File: src/rtl/psum_accumulator.sv
// Row partial-sum accumulator: sums NUM_PASSES aligned passes per point into a local
// buffer, then drains the saturated row over a valid/ready handshake.
module psum_accumulator #(
    parameter int I_WIDTH    = 8,
    parameter int F_WIDTH    = 8,
    parameter int GUARD      = 4,
    parameter int DEPTH      = 16,
    parameter int MAX_PASSES = 16,
    parameter int PTS_WIDTH  = $clog2(DEPTH + 1),
    parameter int PASS_WIDTH = $clog2(MAX_PASSES + 1)
) (
    input  logic                                clk_i,
    input  logic                                rst_n_i,
    input  logic                                start_i,
    input  logic [PASS_WIDTH-1:0]               num_passes_i,
    input  logic [PTS_WIDTH-1:0]                num_points_i,
    input  logic signed [I_WIDTH+F_WIDTH-1:0]   in_data_i,
    input  logic                                in_valid_i,
    output logic signed [I_WIDTH+F_WIDTH-1:0]   out_data_o,
    output logic                                out_valid_o,
    input  logic                                out_ready_i,
    output logic                                busy_o,
    output logic                                done_o,
    output logic                                sat_o
);

    localparam int W     = I_WIDTH + F_WIDTH;
    localparam int ACC_W = W + GUARD;
    localparam int IDX_W = (DEPTH > 1) ? $clog2(DEPTH) : 1;

    typedef enum logic [1:0] {
        S_IDLE,
        S_ACCUM,
        S_DRAIN
    } state_t;

    state_t                   r_state;
    state_t                   w_state_nxt;

    logic signed [ACC_W-1:0]  r_buf [DEPTH];
    logic [PASS_WIDTH-1:0]    r_npass;
    logic [PTS_WIDTH-1:0]     r_npts;
    logic [PASS_WIDTH-1:0]    r_pass;
    logic [IDX_W-1:0]         r_pt;
    logic [IDX_W-1:0]         r_rd;
    logic signed [W-1:0]      r_out_data;
    logic                     r_out_valid;
    logic                     r_done;
    logic                     r_sat;

    logic                     w_start_ok;
    logic                     w_in_fire;
    logic                     w_last_pt;
    logic                     w_last_pass;
    logic                     w_accum_done;
    logic                     w_out_fire;
    logic                     w_rd_last;
    logic                     w_drain_done;
    logic [IDX_W-1:0]         w_pt_nxt;
    logic [IDX_W-1:0]         w_rd_nxt;
    logic signed [ACC_W-1:0]  w_in_ext;
    logic signed [ACC_W-1:0]  w_acc_new;
    logic signed [ACC_W-1:0]  w_pres_acc;
    logic [GUARD:0]           w_hi;
    logic                     w_ovf;
    logic signed [W-1:0]      w_sat_val;

    assign w_start_ok   = start_i && (num_passes_i != '0) && (num_points_i != '0);
    assign w_in_fire    = (r_state == S_ACCUM) && in_valid_i;
    assign w_last_pt    = (PTS_WIDTH'(r_pt) == (r_npts - PTS_WIDTH'(1)));
    assign w_last_pass  = (r_pass == (r_npass - PASS_WIDTH'(1)));
    assign w_accum_done = w_in_fire && w_last_pt && w_last_pass;
    assign w_out_fire   = (r_state == S_DRAIN) && r_out_valid && out_ready_i;
    assign w_rd_last    = (PTS_WIDTH'(r_rd) == (r_npts - PTS_WIDTH'(1)));
    assign w_drain_done = w_out_fire && w_rd_last;
    assign w_pt_nxt     = r_pt + IDX_W'(1);
    assign w_rd_nxt     = r_rd + IDX_W'(1);

    assign w_in_ext  = {{GUARD{in_data_i[W-1]}}, in_data_i};
    assign w_acc_new = (r_pass == '0) ? w_in_ext : (r_buf[r_pt] + w_in_ext);

    // Entry 0 may be written on the same edge it is first presented; bypass the buffer then.
    assign w_pres_acc = (r_state == S_ACCUM)
                      ? ((r_pt == '0) ? w_acc_new : r_buf[0])
                      : r_buf[w_rd_nxt];

    assign w_hi      = w_pres_acc[ACC_W-1:W-1];
    assign w_ovf     = !((&w_hi) || (~|w_hi));
    assign w_sat_val = !w_ovf ? w_pres_acc[W-1:0]
                     : (w_pres_acc[ACC_W-1] ? {1'b1, {(W-1){1'b0}}} : {1'b0, {(W-1){1'b1}}});

    always_ff @(posedge clk_i or negedge rst_n_i) begin
        if (!rst_n_i) r_state <= S_IDLE;
        else          r_state <= w_state_nxt;
    end

    always_comb begin
        w_state_nxt = r_state;
        case (r_state)
            S_IDLE:  if (w_start_ok)   w_state_nxt = S_ACCUM;
            S_ACCUM: if (w_accum_done) w_state_nxt = S_DRAIN;
            S_DRAIN: if (w_drain_done) w_state_nxt = S_IDLE;
            default: w_state_nxt = S_IDLE;
        endcase
    end

    always_comb begin
        busy_o      = (r_state != S_IDLE);
        out_data_o  = r_out_data;
        out_valid_o = r_out_valid;
        done_o      = r_done;
        sat_o       = r_sat;
    end

    always_ff @(posedge clk_i or negedge rst_n_i) begin
        if (!rst_n_i) begin
            r_npass     <= '0;
            r_npts      <= '0;
            r_pass      <= '0;
            r_pt        <= '0;
            r_rd        <= '0;
            r_out_data  <= '0;
            r_out_valid <= 1'b0;
            r_done      <= 1'b0;
            r_sat       <= 1'b0;
        end else begin
            r_done <= w_drain_done;
            if ((r_state == S_IDLE) && w_start_ok) begin
                r_npass <= num_passes_i;
                r_npts  <= num_points_i;
                r_pass  <= '0;
                r_pt    <= '0;
                r_sat   <= 1'b0;
            end
            if (w_in_fire) begin
                if (w_last_pt) begin
                    r_pt   <= '0;
                    r_pass <= r_pass + PASS_WIDTH'(1);
                end else begin
                    r_pt <= w_pt_nxt;
                end
            end
            if (w_accum_done) begin
                r_rd        <= '0;
                r_out_valid <= 1'b1;
                r_out_data  <= w_sat_val;
                r_sat       <= r_sat | w_ovf;
            end
            if (w_out_fire) begin
                if (w_rd_last) begin
                    r_out_valid <= 1'b0;
                end else begin
                    r_rd       <= w_rd_nxt;
                    r_out_data <= w_sat_val;
                    r_sat      <= r_sat | w_ovf;
                end
            end
        end
    end

    always_ff @(posedge clk_i) begin
        if (w_in_fire) r_buf[r_pt] <= w_acc_new;
    end

endmodule

File: config.mk
export PLATFORM = sky130hd
export DESIGN_NAME = psum_accumulator
export DESIGN_NICKNAME = d
export VERILOG_FILES = /design/src/rtl/psum_accumulator.sv
export SDC_FILE = /design/constraint.sdc
export NUM_CORES = 1
export LEC_CHECK = 0
export CAP_MARGIN = 20
export CORE_MARGIN = 1
export CORE_UTILIZATION = 40
export CTS_CLUSTER_SIZE = 30
export DETAILED_ROUTE_END_ITERATION = 16
export PLACE_DENSITY_LB_ADDON = 0.15
export RECOVER_POWER = 25
export SETUP_SLACK_MARGIN = 0.02
export SLEW_MARGIN = 20
export SYNTH_ARGS = -nofsm -noshare
export SYNTH_HDL_FRONTEND = slang
export SYNTH_SLANG_ARGS = --single-unit
File: constraint.sdc
create_clock -name clk_i -period 5.4 [get_ports clk_i]
set_clock_uncertainty 0.15 [all_clocks]
set_input_delay 0.54 -clock clk_i [delete_from_list [all_inputs] [get_ports clk_i]]
set_output_delay 0.54 -clock clk_i [all_outputs]
set_load 0.02 [all_outputs]
==> results of run 1 <==
-- metal layers --
| layer | global-route usage | part of all wire | routed length, um |
|---|---|---|---|
| met5 | 0 | 0.00025 | 13 |
| met4 | 0.0683 | 0.024 | 1260 |
| met3 | 0.0351 | 0.056 | 2930 |
| met2 | 0.357 | 0.48 | 25200 |
| met1 | 0.325 | 0.44 | 23200 |
-- power by group through the flow --
stage               clock (mW)  combinational (mW)  sequential [mW]
finish                    2.59                5.71             4.59
global route              2.74                6.17             4.63
CTS                       2.63                5.70             4.61
detailed placement           0                5.67             4.67
global placement             0                5.62             4.66
floorplan                    0                3.89             4.45
-- worst min path at each step --
| stage | start | depth (start not counted) | endpoint |
|---|---|---|---|
| 2_1_floorplan | rst_n_i | 0 | done_o$_DFF_PN0_ |
| 5_1_grt | out_data_o[10]$_DFF_PN0_ | 2 | out_data_o[10]$_DFF_PN0_ |
| 3_3_place_gp | out_data_o[9]$_DFF_PN0_ | 2 | out_data_o[9]$_DFF_PN0_ |
| 3_5_place_dp | out_data_o[10]$_DFF_PN0_ | 2 | out_data_o[10]$_DFF_PN0_ |
| 4_1_cts | rst_n_i | 1 | out_data_o[2]$_DFF_PN0_ |
| 6_report | out_data_o[10]$_DFF_PN0_ | 2 | out_data_o[10]$_DFF_PN0_ |
-- registers in the layout (all words and copies together), names as in the netlist --
signal and cells:
r_buf 320, out_data_o 16, r_npass 5, r_npts 5, r_pass 5, r_pt 4
r_rd 4, r_state 2, done_o 1, out_valid_o 1, sat_o 1
-- tightest hold or removal path, stage by stage (launching register included) --
cell and delay, ns:
dfrtp_1 0.34, nand2_1 0.05, o21ai_1 0.06
-- cell usage in the layout (no fill, tap or decap), types with 15 or more instances in the layout --
master and instances:
mux2i_1 16, nor2_1 56, ha_1 27, edfxtp_1 320, o21ai_0 43, buf_4 55, nand2_1 88, dfrtp_1 39
clkdlybuf4s50_1 28, mux4_2 192, dlygate4sd3_1 22, a21oi_1 39, a211oi_1 15, xor2_1 16, clkbuf_16 42, xnor2_1 16
-- area by class of cell --
| class | count | area share |
|---|---|---|
| Sequential cell | 364 | 0.499 |
| Multi-Input combinational cell | 689 | 0.354 |
| Timing Repair Buffer | 117 | 0.0524 |
| Clock buffer | 51 | 0.0510 |
| Tap cell | 600 | 0.0350 |
| Clock inverter | 17 | 0.00559 |
| Inverter | 14 | 0.00245 |
| Antenna cell | 1 | 0.000117 |
-- logic make-up (layout without fill, tap and decap cells) --
group           Yosys count  in the layout  share of synthesized area
fa+ha+maj                29             29                     0.0199
simple gates            236            236                     0.0608
xor+xnor                 35             35                     0.0165
mux                     212            212                      0.243
buf+inv                  89            199                     0.0214
other cells               0              1                          0
compound gates          177            177                     0.0625
flops                   364            364                      0.576
-- what timing repair did --
item,4_1_cts,5_1_grt
setup buffers,0,1
setup endpoints to repair,0,15
hold endpoints to repair,0,44
gates resized for setup,0,0
hold buffers,0,1
-- through the flow --
| step | hold slack, ns | cells | instance area, sq um | setup slack, ns |
|---|---|---|---|---|
| after floorplan | 0.0944 | 1142 | 18600 | 0.158 |
| final | 0.332 | 1853 | 21500 | 0.333 |
| after CTS | 0.0412 | 1847 | 21400 | 0.214 |
| after global placement | 0.329 | 1777 | 20200 | 0.234 |
| after detailed placement | 0.329 | 1779 | 20200 | 0.214 |
| after global routing | 0.363 | 1852 | 21500 | 0.108 |
==> metrics, run 1 <==
layout net count 1287; share of power burned in the clock network 0.201; effective utilization at floorplan 0.407; type of the worst min-delay path reg -> reg; I/O Pins 51; run status complete, but fails checks; critical path depth in cells 14; Fin Setup TNS 0 ns; launching element of the worst setup path r_pt[1]$_DFFE_PN0P_; total congestion overflow 0; Worst Setup Start Kind flop; reg-to-reg setup timing slack 0.33 ns; violated checks capacitance limit, slew limit; TritonRoute pass-1 iters 5; Peak supply drop 0.255 mV; number of port buffers 50; cell type with the largest total area after synthesis edfxtp_1; number of H-tree branching levels 2; area added between synthesis and finish 15.4%; violation count after the first detailed-routing iteration 1027; global placer's final weighted congestion 0.888; Post-Syn Nets 1202; top_reg_cell synth edfxtp_1; vias after detailed routing 11187; share of cells above drive strength 1 0.279; synth warn 0; Post-synth ARST share 0.121; sequential standard cell area 10700 sq um; source-to-sink clock delay at the later pin of the worst-skew pair 0.57 ns; root buffer selected by CTS clkbuf_16; via count of the first global-routing pass 11289; number of synthesized flops with an enable pin 320; post-route total power 12.9 mW; Die ar. 47400 sq um; cell depth of the worst flop-to-flop path 14; Period minus WS final 5.07 ns; clk sink count 364; maximum number of pins on one net before global-route repair 45; Buf+Inv Stages, Crit Path 2; period utilization 0.938; most used standard cell by instance count after synthesis edfxtp_1; logic gate share of total power 0.443; clk buf depth 3; Util after Layout 0.470; Slew headroom -0.691; estimated wirelength of the detail-placed design 34.2 mm; type of the worst setup path reg -> reg; Max Clk Rate 197 MHz; number of distinct library cells after synthesis 69; switching power 4.85 mW; initial antenna violation count 2; maximum fanout along the worst path 38; Total Routed Length 52.6 mm; required time at the worst-slack endpoint 5.68 ns; sequential element share of the synthesized area 0.576; part of the total power dissipated in sequential elements 0.356; Vias/cell 6.04; RR Startpoint r_pt[1]$_DFFE_PN0P_; crit path DAT 5.35 ns; core region area 45700 sq um; number of buffers created by CTS 41; summed instance area of the synthesized netlist 18600 sq um; switching power share of the total 0.377; # fillers 3940; chip width 218 um; drc violations 0; slowest cell on the critical path dfrtp_4; Internal Pwr Total 8.03 mW; main area contributors after synthesis edfxtp_1, mux4_2, dfrtp_1, ha_1, nand2_1; first-pass GRT wire length 77.2 mm; Hold Vio Cnt, Final 0; CP Capture Type flop; final number of max-transition violations 143; Commonest cells post-synth edfxtp_1, mux4_2, nand2_1, nor2_1; capture instance of the worst register-to-register path out_data_o[5]$_DFF_PN0_; gate family responsible for the most delay along the worst path compound AO/OA/AOI/OAI gates; synthesized area divided by synthesized cell count 16.3 sq um; combined area of the multi-input logic cells 7600 sq um; CTS tree built; actual transition at the worst max-transition pin 2.54 ns; number of synthesized register bits 364; # setup viols final 0; post-DR wirelength/cell 28.4 um; power density over cell area 600 nW/um^2; max cap viols 9; Cell Chain, Critical Path buf_4 -> mux4_2 -> mux4_2 -> ha_1 -> a21oi_1 -> o211a_1 -> o21a_1 -> a211oi_2 -> mux2i_1 -> or4_1 -> and3_1 -> buf_4 -> a21oi_4 -> a21oi_1; RSZ-0062 raised after global routing false; Critical Path Sink out_data_o[5]$_DFF_PN0_; Leak 7.18 nW; stage delay of the slowest cell on the critical path 0.90 ns; vertical die dimension 218 um; DRT antenna net count 0; share of the synthesized area in the top cell type 0.516; synthesized instance count 1142; All-Layer GR Usage 0.227; number of rows in the core area 78; clock-pin transition on the worst setup and hold timing paths 0.06 ns
No activity file was read; power rests on OpenSTA's default activity.
==> run 2: changes to the inputs <==
Clock period 5.4 ns to 5.1 ns, I/O delays scaled along.
==> metrics, run 2 (same netlist as run 1, synthesis figures left out) <==
Slew headroom -0.729; effective utilization at floorplan 0.407; post-DR wirelength/cell 28.6 um; number of cells in the finished layout apart from fillers 1875; commonest cells after routing, fill and taps aside edfxtp_1, mux4_2, nand2_1, buf_4, nor2_1; All-Layer GR Usage 0.234; Die ar. 47400 sq um; type of the worst min-delay path reg -> reg; Fin Setup TNS 0 ns; CTS tree built; TritonRoute pass-1 iters 5; final number of max-transition violations 94; vias after detailed routing 11350; number of rows in the core area 78; post-route total power 14.1 mW; antenna cells 0; vertical die dimension 218 um; number of buffers created by CTS 41; CP Capture Type flop; cell total after placement 1793; # fillers 3921; core region area 45700 sq um; RR Startpoint r_pt[0]$_DFFE_PN0P_; maximum number of pins on one net before global-route repair 49; Leak 7.29 nW; Vias/cell 6.05; met2 Usage GRT 0.357; Largest register FFs 320; required time at the worst-slack endpoint 5.45 ns; estimated wirelength of the detail-placed design 34.3 mm; Total Routed Length 53.7 mm; root buffer selected by CTS clkbuf_16; violated checks capacitance limit, slew limit; Worst Setup Start Kind flop; register bank with the most flops r_buf; RSZ-0062 raised after global routing false; design area 21800 sq um; most common cell after layout, fill and taps aside edfxtp_1; Placed Area 20500 sq um; cell depth of the worst flop-to-flop path 14; period utilization 0.966; share of cells above drive strength 1 0.285; Hold Vio Cnt, Final 0; sequential standard cell area 10700 sq um; Critical Path Sink out_data_o[2]$_DFF_PN0_; actual transition at the worst max-transition pin 2.59 ns; capture instance of the worst register-to-register path out_data_o[2]$_DFF_PN0_; Period minus WS final 4.93 ns; share of power burned in the clock network 0.208; run status complete, but fails checks; clk sink count 364; Peak supply drop 0.274 mV; total congestion overflow 0; grt met3 use 0.0582; met1 demand-to-capacity share in global routing 0.329; violation count after the first detailed-routing iteration 1153; Max Clk Rate 203 MHz; switching power share of the total 0.373; switching power 5.27 mW; I/O Pins 51; chip width 218 um; Internal Pwr Total 8.84 mW; type of the worst setup path reg -> reg; crit path DAT 5.28 ns; maximum fanout along the worst path 16; number of port buffers 50; DRT antenna net count 0; initial antenna violation count 0; area added between synthesis and finish 16.9%; Top Usage Layer GRT met2; via count of the first global-routing pass 11391; number of stages on the worst hold path 2; part of the total power dissipated in sequential elements 0.335; source-to-sink clock delay at the later pin of the worst-skew pair 0.57 ns; launching element of the worst setup path r_pt[0]$_DFFE_PN0P_; power density over cell area 648 nW/um^2; combined area of the multi-input logic cells 7620 sq um; # setup viols final 0; layout net count 1303; number of H-tree branching levels 2; clock-pin transition on the worst setup and hold timing paths 0.06 ns; first-pass GRT wire length 79.0 mm; clk buf depth 3; reg-to-reg setup timing slack 0.17 ns; worst hold slack after final layout 0.357 ns; max cap viols 5; drc violations 0; logic gate share of total power 0.457; global placer's final weighted congestion 0.864
## run 2: how the worst min path moves through the flow
stage | startpoint | end | slack [ns]
floorplan | rst_n_i | done_o$_DFF_PN0_ | 0.06
global placement | r_npass[4]$_DFFE_PN0P_ | r_npass[4]$_DFFE_PN0P_ | 0.34
detailed placement | r_npts[4]$_DFFE_PN0P_ | r_npts[4]$_DFFE_PN0P_ | 0.34
CTS | rst_n_i | out_data_o[2]$_DFF_PN0_ | 0.006
global route | num_points_i[3] | r_npts[3]$_DFFE_PN0P_ | 0.38
finish | r_npass[4]$_DFFE_PN0P_ | r_npass[4]$_DFFE_PN0P_ | 0.36
## run 2: area by class of cell
class	count	share of cell area
flip-flops and latches	364	0.493
multi-input cells	689	0.350
repair buffers	133	0.0597
clock buffers	54	0.0508
well taps	600	0.0345
clock inverters	21	0.00972
inverters	14	0.00241
## run 2: per-stage QoR
stage | setup WS [ns] | utilization
after global routing | 0.0239 | 0.476
final | 0.171 | 0.476
after global placement | 0.167 | 0.445
after CTS | 0.169 | 0.477
after floorplan | 0.144 | -
after detailed placement | 0.170 | 0.448
## run 2: critical path: stages, from the launching register on
cell	delay [ns]
dfrtp_4	0.52
buf_12	0.22
mux4_2	0.55
mux4_2	0.55
ha_2	0.42
and3_1	0.19
o211ai_1	0.14
o21ai_0	0.56
a211oi_1	0.16
a211oi_1	0.40
o21ai_0	0.21
nor3_4	0.19
buf_12	0.16
o221ai_1	0.23
a21oi_1	0.20
## run 2: routing by layer
| layer | wire length [um] | part of all wire |
|---|---|---|
| met1 | 23700 | 0.44 |
| met2 | 24400 | 0.45 |
| met3 | 4010 | 0.075 |
| met5 | 0 | 0 |
| met4 | 1610 | 0.030 |
## run 2: power groups by stage
stage / sequential [mW] / combinational (mW) / clock (mW)
floorplan: 4.71 / 4.14 / 0
global placement: 4.80 / 6.30 / 0
detailed placement: 4.81 / 6.38 / 0
CTS: 4.75 / 6.41 / 2.99
global route: 4.77 / 6.97 / 3.10
finish: 4.73 / 6.45 / 2.93
## run 2: repair_timing
action	4_1_cts	5_1_grt
hold endpoints to repair	0	44
setup buffers	0	6
resized for setup	0	3
endpoints found under the setup margin	0	15
hold buffers	0	1
==> run 3: changes to the inputs <==
Settings changed: CAP_MARGIN 20 to unset, CORE_UTILIZATION 40 to 58, CTS_CLUSTER_DIAMETER set to 80.
==> metrics, run 3 (same netlist as run 1, synthesis figures left out) <==
number of cells in the finished layout apart from fillers 1624; CTS tree built; stage delay of the slowest cell on the critical path 0.53 ns; cell total after placement 1583; estimated wirelength of the detail-placed design 30.9 mm; Total Routed Length 48.2 mm; launching element of the worst setup path r_pt[0]$_DFFE_PN0P_; Vias/cell 7.02; clock-pin transition on the worst setup and hold timing paths 0.11 ns; violated checks capacitance limit, slew limit; RR Startpoint r_pt[0]$_DFFE_PN0P_; number of port buffers 50; Max Clk Rate 202 MHz; number of H-tree branching levels 1; # setup viols final 0; Fin Setup TNS 0 ns; commonest cells after routing, fill and taps aside edfxtp_1, mux4_2, nand2_1, buf_4, nor2_1; maximum fanout along the worst path 19; most common cell after layout, fill and taps aside edfxtp_1; layout net count 1271; drc violations 0; power density over cell area 619 nW/um^2; share of cells above drive strength 1 0.273; initial antenna violation count 1; number of rows in the core area 65; period utilization 0.971; worst hold slack after final layout 0.336 ns; Leak 6.89 nW; antenna cells 0; clk sink count 364; first-pass GRT wire length 71.8 mm; post-route total power 12.8 mW; vertical die dimension 181 um; Cell Chain, Critical Path buf_12 -> buf_4 -> buf_12 -> mux4_2 -> mux4_2 -> ha_2 -> o211ai_1 -> o211a_1 -> o21a_1 -> a211oi_2 -> mux2i_1 -> or4_1 -> and3_1 -> buf_4 -> a221oi_2 -> o21ai_1; CP Capture Type flop; violation count after the first detailed-routing iteration 1426; required time at the worst-slack endpoint 5.39 ns; core region area 31600 sq um; All-Layer GR Usage 0.300; DRT antenna net count 0; Die ar. 32800 sq um; number of buffers created by CTS 19; register bank with the most flops r_buf; source-to-sink clock delay at the later pin of the worst-skew pair 0.55 ns; clk buf depth 3; vias after detailed routing 11407; Util after Layout 0.654; I/O Pins 51; type of the worst min-delay path in -> async; via count of the first global-routing pass 11230; effective utilization at floorplan 0.590; Slew headroom -0.457; crit path DAT 5.24 ns; area added between synthesis and finish 11.0%; Worst Setup Start Kind flop; maximum number of pins on one net before global-route repair 55; post-DR wirelength/cell 29.7 um; slowest cell on the critical path dfrtp_4; max cap viols 6; Period minus WS final 4.95 ns; final number of max-transition violations 126; total congestion overflow 0; Largest register FFs 320; root buffer selected by CTS clkbuf_16; global placer's final weighted congestion 0.890; RSZ-0062 raised after global routing false; Hold Vio Cnt, Final 0; Peak supply drop 0.307 mV; TritonRoute pass-1 iters 5; run status complete, but fails checks; type of the worst setup path reg -> reg; reg-to-reg setup timing slack 0.15 ns; actual transition at the worst max-transition pin 2.19 ns; chip width 181 um
==> run 3: area by class of cell <==
type / instances / area [sq um]
Sequential cell: 364 / 10700
Clock inverter: 12 / 151
Inverter: 14 / 52.6
Multi-Input combinational cell: 689 / 7620
Clock buffer: 20 / 479
Timing Repair Buffer: 123 / 1120
Fill cell: 2189 / 10900
Tap cell: 402 / 503
==> run 3: metal layers <==
layer | track usage | part of all wire | vias to the layer above
met1 | 0.437 | 0.40 | 5886
met3 | 0.0657 | 0.10 | 93
li1 | - | - | 4778
met2 | 0.466 | 0.47 | 650
met5 | 0 | 0 | -
met4 | 0.0797 | 0.031 | 0
==> run 3: final timing paths <==
path / endpoint / cells after the start
min in group clk_i: out_data_o[11]$_DFF_PN0_ / 2
max in group asynchronous: r_pt[1]$_DFFE_PN0P_ / 3
max reg2reg: out_data_o[11]$_DFF_PN0_ / 16
max: out_data_o[11]$_DFF_PN0_ / 16
min: r_npass[0]$_DFFE_PN0P_ / 2
min reg2reg: out_data_o[11]$_DFF_PN0_ / 2
==> run 3: through the flow <==
step	setup WS, ns	instance area [sq um]
after global routing	0.0194	20700
final	0.150	20700
after floorplan	0.144	18600
after CTS	0.0602	20600
after global placement	0.0157	19900
after detailed placement	-0.0170	19900
==> run 3: timing repair <==
item	4_1_cts	5_1_grt
buffers inserted	2	5
gates resized for setup	0	6
hold buffers	1	0
endpoints found under the setup margin	1	16
hold endpoints to repair	18	0
pin swaps	0	1
==> run 3: worst max-delay path: cells and delay by family, from the launching register on <==
family                     cells  cell delay [ns]
AOI/OAI and AO/OA              6             1.30
adders and majority gates      1             0.40
buffers and inverters          4             0.67
DFF                            1             0.53
muxes                          3             1.14
and+or+nand+nor                2             0.65
==> run 3: report_power, final <==
part / switching, mW / total (mW) / internal, mW
registers: 0.321 / 4.76 / 4.44
clock network: 1.03 / 1.77 / 0.744
logic: 3.66 / 6.26 / 2.60
total: 5.01 / 12.8 / 7.78
